$ cat src/rtl/glyph_raster_pkg.sv
// Shared constants, state encoding and address helper for the glyph rectangle rasteriser.
package glyph_raster_pkg;

    localparam int SCREEN_W = 640;
    localparam int SCREEN_H = 480;
    localparam int ADDR_W   = 19;
    localparam int COLOR_W  = 8;
    localparam int COORD_W  = 32;
    localparam int POS_W    = 10;

    typedef enum logic [1:0] {
        ST_IDLE = 2'd0,
        ST_LOAD = 2'd1,
        ST_RUN  = 2'd2,
        ST_DONE = 2'd3
    } state_t;

    // y*640 as (y<<9)+(y<<7); only used once per rectangle, never per pixel.
    function automatic logic [ADDR_W-1:0] row_base(input logic [POS_W-1:0] y);
        logic [ADDR_W-1:0] yw;
        yw = {{(ADDR_W-POS_W){1'b0}}, y};
        return (yw << 9) + (yw << 7);
    endfunction

endpackage

$ cat src/rtl/glyph_raster_rect_clip.sv
// Clips the exclusive bottom-right corner to the screen and flags rectangles with no visible pixels.
module rect_clip
    import glyph_raster_pkg::*;
(
    input  logic [COORD_W-1:0] x1,
    input  logic [COORD_W-1:0] y1,
    input  logic [COORD_W-1:0] x2,
    input  logic [COORD_W-1:0] y2,
    output logic [POS_W-1:0]   xe,
    output logic [POS_W-1:0]   ye,
    output logic               empty
);

    localparam logic [COORD_W-1:0] W32 = COORD_W'(SCREEN_W);
    localparam logic [COORD_W-1:0] H32 = COORD_W'(SCREEN_H);

    always_comb begin
        xe    = (x2 < W32) ? x2[POS_W-1:0] : POS_W'(SCREEN_W);
        ye    = (y2 < H32) ? y2[POS_W-1:0] : POS_W'(SCREEN_H);
        empty = (x1 >= COORD_W'(xe)) || (y1 >= COORD_W'(ye));
    end

endmodule

$ cat src/rtl/glyph_raster.sv
// Rectangle fill rasteriser: accepts one rectangle, streams clipped row-major framebuffer writes.
// Handshakes: a transfer happens on a rising clock edge where valid & ready are both 1; while
// valid is 1 and ready is 0 the source holds its payload stable.
module glyph_raster
    import glyph_raster_pkg::*;
(
    input  logic               clock,
    input  logic               reset,
    input  logic               in_valid,
    output logic               in_ready,
    input  logic [COORD_W-1:0] in_x1,
    input  logic [COORD_W-1:0] in_y1,
    input  logic [COORD_W-1:0] in_x2,
    input  logic [COORD_W-1:0] in_y2,
    input  logic [COLOR_W-1:0] in_color,
    output logic               out_valid,
    input  logic               out_ready,
    output logic [ADDR_W-1:0]  out_addr,
    output logic [COLOR_W-1:0] out_color,
    output logic               out_last,
    output logic               done,
    output state_t             dbg_state
);

    localparam logic [ADDR_W-1:0] ROW_STEP = ADDR_W'(SCREEN_W);

    state_t               state_q, state_d;
    logic [COORD_W-1:0]   x1_q, x1_d, y1_q, y1_d, x2_q, x2_d, y2_q, y2_d;
    logic [COLOR_W-1:0]   color_q, color_d;
    logic [POS_W-1:0]     xe_q, xe_d, ye_q, ye_d;
    logic [POS_W-1:0]     x_q, x_d, y_q, y_d;
    logic [ADDR_W-1:0]    row_q, row_d, addr_q, addr_d;

    logic [POS_W-1:0]     clip_xe, clip_ye;
    logic                 clip_empty;
    logic                 fire, row_end, last_row;
    logic [ADDR_W-1:0]    x1_addr, load_row;

    rect_clip u_clip (
        .x1    (x1_q),
        .y1    (y1_q),
        .x2    (x2_q),
        .y2    (y2_q),
        .xe    (clip_xe),
        .ye    (clip_ye),
        .empty (clip_empty)
    );

    assign fire     = out_valid & out_ready;
    assign row_end  = (x_q == xe_q - POS_W'(1));
    assign last_row = (y_q == ye_q - POS_W'(1));
    assign x1_addr  = {{(ADDR_W-POS_W){1'b0}}, x1_q[POS_W-1:0]};
    assign load_row = row_base(y1_q[POS_W-1:0]);

    always_ff @(posedge clock or posedge reset) begin
        if (reset) begin
            state_q <= ST_IDLE;
            x1_q    <= '0;
            y1_q    <= '0;
            x2_q    <= '0;
            y2_q    <= '0;
            color_q <= '0;
            xe_q    <= '0;
            ye_q    <= '0;
            x_q     <= '0;
            y_q     <= '0;
            row_q   <= '0;
            addr_q  <= '0;
        end else begin
            state_q <= state_d;
            x1_q    <= x1_d;
            y1_q    <= y1_d;
            x2_q    <= x2_d;
            y2_q    <= y2_d;
            color_q <= color_d;
            xe_q    <= xe_d;
            ye_q    <= ye_d;
            x_q     <= x_d;
            y_q     <= y_d;
            row_q   <= row_d;
            addr_q  <= addr_d;
        end
    end

    always_comb begin
        state_d = state_q;
        case (state_q)
            ST_IDLE: if (in_valid) state_d = ST_LOAD;
            ST_LOAD: state_d = clip_empty ? ST_DONE : ST_RUN;
            ST_RUN:  if (fire && row_end && last_row) state_d = ST_DONE;
            ST_DONE: state_d = ST_IDLE;
            default: state_d = ST_IDLE;
        endcase
    end

    always_comb begin
        in_ready  = (state_q == ST_IDLE) && !reset;
        out_valid = (state_q == ST_RUN);
        out_last  = (state_q == ST_RUN) && row_end && last_row;
        done      = (state_q == ST_DONE);
        out_addr  = addr_q;
        out_color = color_q;
        dbg_state = state_q;
    end

    always_comb begin
        x1_d    = x1_q;
        y1_d    = y1_q;
        x2_d    = x2_q;
        y2_d    = y2_q;
        color_d = color_q;
        xe_d    = xe_q;
        ye_d    = ye_q;
        x_d     = x_q;
        y_d     = y_q;
        row_d   = row_q;
        addr_d  = addr_q;
        case (state_q)
            ST_IDLE: begin
                if (in_valid) begin
                    x1_d    = in_x1;
                    y1_d    = in_y1;
                    x2_d    = in_x2;
                    y2_d    = in_y2;
                    color_d = in_color;
                end
            end
            ST_LOAD: begin
                // Counter values are garbage for empty rectangles but are never emitted.
                xe_d   = clip_xe;
                ye_d   = clip_ye;
                x_d    = x1_q[POS_W-1:0];
                y_d    = y1_q[POS_W-1:0];
                row_d  = load_row;
                addr_d = load_row + x1_addr;
            end
            ST_RUN: begin
                if (fire) begin
                    if (row_end) begin
                        x_d    = x1_q[POS_W-1:0];
                        y_d    = y_q + POS_W'(1);
                        row_d  = row_q + ROW_STEP;
                        addr_d = row_q + ROW_STEP + x1_addr;
                    end else begin
                        x_d    = x_q + POS_W'(1);
                        addr_d = addr_q + ADDR_W'(1);
                    end
                end
            end
            default: ;
        endcase
    end

endmodule

$ cat config.mk
export PLATFORM = sky130hd
export DESIGN_NAME = glyph_raster
export DESIGN_NICKNAME = d
export VERILOG_FILES = /design/src/rtl/glyph_raster_pkg.sv /design/src/rtl/glyph_raster_rect_clip.sv /design/src/rtl/glyph_raster.sv
export SDC_FILE = /design/constraint.sdc
export NUM_CORES = 1
export LEC_CHECK = 0
export BUFFER_PORTS_ARGS = -buffer_cell sky130_fd_sc_hd__buf_2
export CAP_MARGIN = 40
export CORE_MARGIN = 8
export CORE_UTILIZATION = 35
export DETAILED_ROUTE_END_ITERATION = 6
export PLACE_DENSITY_LB_ADDON = 0.05
export SLEW_MARGIN = 20
export SYNTH_ARGS = -nofsm -noshare
export SYNTH_HDL_FRONTEND = slang
export SYNTH_HIERARCHICAL = 1
export SYNTH_SLANG_ARGS = --single-unit
$ cat constraint.sdc
create_clock -name clock -period 10.6 [get_ports clock]
set_input_delay 2.12 -clock clock [delete_from_list [all_inputs] [get_ports clock]]
set_output_delay 2.12 -clock clock [all_outputs]
set_load 0.02 [all_outputs]
==> results_dict.tcl <==
set metrics [dict create \
    first_iter_violations 403 \
    via_count 9223 \
    grt_max_degree 81 \
    clk_latency_ns 0.54 \
    synth_cells 1137 \
    period_minus_slack_ns 5.511 \
    rows 67 \
    avgRoutedWirePerCell_um 18.96 \
    setup_violations 0 \
    crit_type "reg2out" \
    peakVddDrop_mv 0.1389 \
    synth_area_leaders "dfrtp_1 (44%), mux2_2 (15%), ha_1 (4.9%)" \
    cts_made_buffers 28 \
    viasPerCell 5.193 \
    p_per_area_nw_per_um2 332.4 \
    numPortBuffers 172 \
    grt_pass1_vias 9397 \
    seqCellArea_um2 5230 \
    die_w_um 199.5 \
    syn-num-nets 1325 \
    synth_most_common_cell "dfrtp_1" \
    status "completed" \
    dr.pass1.iters 5 \
    critical_path_required_ns 8.48 \
    grt.overflow.total 0 \
    fin_nets 1489 \
    die_h_um 199.5 \
    dp_hpwl_mm 25.25 \
    synth-seq-cells 209 \
    finalMaxSlewViolations 0 \
    path_clk_slew_ns 0.05 \
    worst_pin_slew_ns 0.8044 \
    placedInstanceArea_um2 13170 \
    yosysTopAreaCell "dfrtp_1" \
    place_ws_ns 5.632 \
    synth_edf_count 0 \
    synth_commonest_cells "dfrtp_1 (209), mux2_2 (158), nand2_1 (81)" \
    syn_avg_cell_area_um2 10.37 \
    async_flop_share_pct 100.0 \
    crit_slowest_cell "or3b_2" \
    synth_cell_type_count 71 \
    cp.buffers_inverters 2 \
    post_cts_buffers 0 \
    drv_cap 0 \
    final.setup_skew_ns 0.01230 \
    rsz0062_at_grt "no" \
    fp.coreArea_um2 33360 \
    clock_sinks 209 \
    multi_input_area_um2 6188 \
    critPathMaxFanout 7 \
    setup_tns_ns 0 \
    layout-drive-gt1-share_pct 30.91 \
    pin_count 173 \
    cts_tree "yes" \
    cp-start-kind "register" \
    endpoint_kind "primary output" \
    crit_chain "inv_1 -> ha_1 -> or3b_2 -> or3_1 -> a22oi_1 -> and3_1 -> nand2_1 -> nor2_1 -> buf_2" \
    wl_mm 33.68 \
    ys.flop_type "dfrtp_1" \
    fin_ws_ns 5.089 \
    syn_to_final_growth_pct 20.01 \
    synth.top_cell.area_share_pct 44.37 \
    ys_seq_area_share_pct 44.37 \
    cts_hold_repair.buffers 0 \
    grt.total_usage_pct 16.89 \
    synth-warning-count 6 \
    cp.arrival_ns 3.39 \
    cp_top_family "simple AND/OR/NAND/NOR gates" \
    final-hold-violation-count 0 \
    p_leak_uw 0.006223 \
    antenna_found_initial 22 \
    grt_pass1_wl_mm 53.32 \
    max_stage_delay_ns 0.52 \
    fmax_mhz 181.5 \
    initial_core_util_pct 35.33 \
    syn_area_um2 11790 \
    cts_root_buffer "clkbuf_16" \
    final_area_um2 14150 \
    h-tree-depth 1 \
    fp.dieArea_um2 39810 \
    hp-class "reg2reg" \
    place_congestion 0.7955 \
    slew_headroom_pct 45.64 \
    drc 0 \
    fin_util_pct 42.40 \
    fillers 3363 \
    cts_buffer_depth 3 \
    ant_nets 0 \
    cts_resized 0 \
    fin_crit_sh_pct 51.99 \
]
layout by cell type (no fill, tap or decap), types with 10 or more instances in the layout:
cell,Yosys,layout
inv_1,47,46
mux2i_1,17,17
nand2b_1,10,10
a31oi_1,10,10
nor4_1,24,24
and3_1,11,11
dfrtp_1,209,209
nand2_1,81,80
nand3_1,40,40
nor2_1,64,64
nor3_1,21,21
a21oi_1,69,68
clkbuf_16,0,29
mux2_2,158,158
o21ai_0,53,53
o22ai_1,15,15
nand4_1,18,18
buf_2,3,172
xor2_1,25,25
ha_1,46,45
xnor2_1,39,39
flip-flops by register name, summed over array words and instances, names as in the netlist, 12 cells and up:
| register | count |
|---|---|
| y2_q | 32 |
| y1_q | 32 |
| x2_q | 32 |
| out_addr | 19 |
| row_q | 12 |
| x1_q | 32 |
layout make-up:
class                      instances  area share (%)
multi-input combinational        828           43.75
sequential                       209           36.97
timing repair buffer             185           7.288
clock buffer                      42           5.758
tap                              448           3.962
inverter                          49           1.353
clock inverter                     7          0.7783
antenna                            8          0.1415
stage by stage:
step / hold slack, ns / std cells / total power, uW
2_1_floorplan: 0.4706 / 1137 / 3106
3_3_place_gp: 0.4839 / 1714 / 3735
3_5_place_dp: 0.4924 / 1718 / 3778
4_1_cts: 0.5047 / 1767 / 4757
5_1_grt: 0.5156 / 1773 / 5085
6_report: 0.5017 / 1776 / 4703
power breakdown:
| group | switching, uW | leakage [uW] | internal (uW) | total (uW) |
|---|---|---|---|---|
| logic | 1200 | 0.00329 | 979 | 2180 |
| registers | 386 | 0.00248 | 1180 | 1570 |
| clock network | 355 | 0.000455 | 597 | 952 |
layer usage:
| metal | track usage, % | vias up | routed length, um |
|---|---|---|---|
| met5 | 0 | - | 181 |
| met4 | 3.134 | 30 | 486 |
| met3 | 5.642 | 64 | 2440 |
| met2 | 26.40 | 181 | 14910 |
| met1 | 22.67 | 4481 | 15660 |
| li1 | - | 4467 | - |
logic make-up (layout without fill, tap and decap cells):
| family | count (synthesis) | in the layout | synth area share, % |
|---|---|---|---|
| xor gates and xnor gates | 64 | 64 | 4.755 |
| adders and majority gates | 48 | 48 | 5.222 |
| and+or+nand+nor | 321 | 321 | 14.23 |
| muxes | 175 | 175 | 16.54 |
| DFF | 209 | 209 | 44.37 |
| buffers and inverters | 100 | 283 | 3.248 |
| other | 3 | 11 | 0.09552 |
| AOI/OAI and AO/OA | 217 | 217 | 11.54 |
final timing paths:
check                                  start      endpoint  slack, ns  depth (start not counted)
worst min register to register  out_color[7]  out_color[7]       0.50                          1
min in group asynchronous              reset  out_addr[15]       1.68                          2
worst min-delay path            out_color[7]  out_color[7]       0.50                          1
worst max-delay path                 xe_q[0]      out_last       5.09                          9
max in group asynchronous              reset       xe_q[2]       7.77                          4
worst max register to register       xe_q[0]     row_q[16]       6.79                          8
Power figures use the tool's default switching activity.
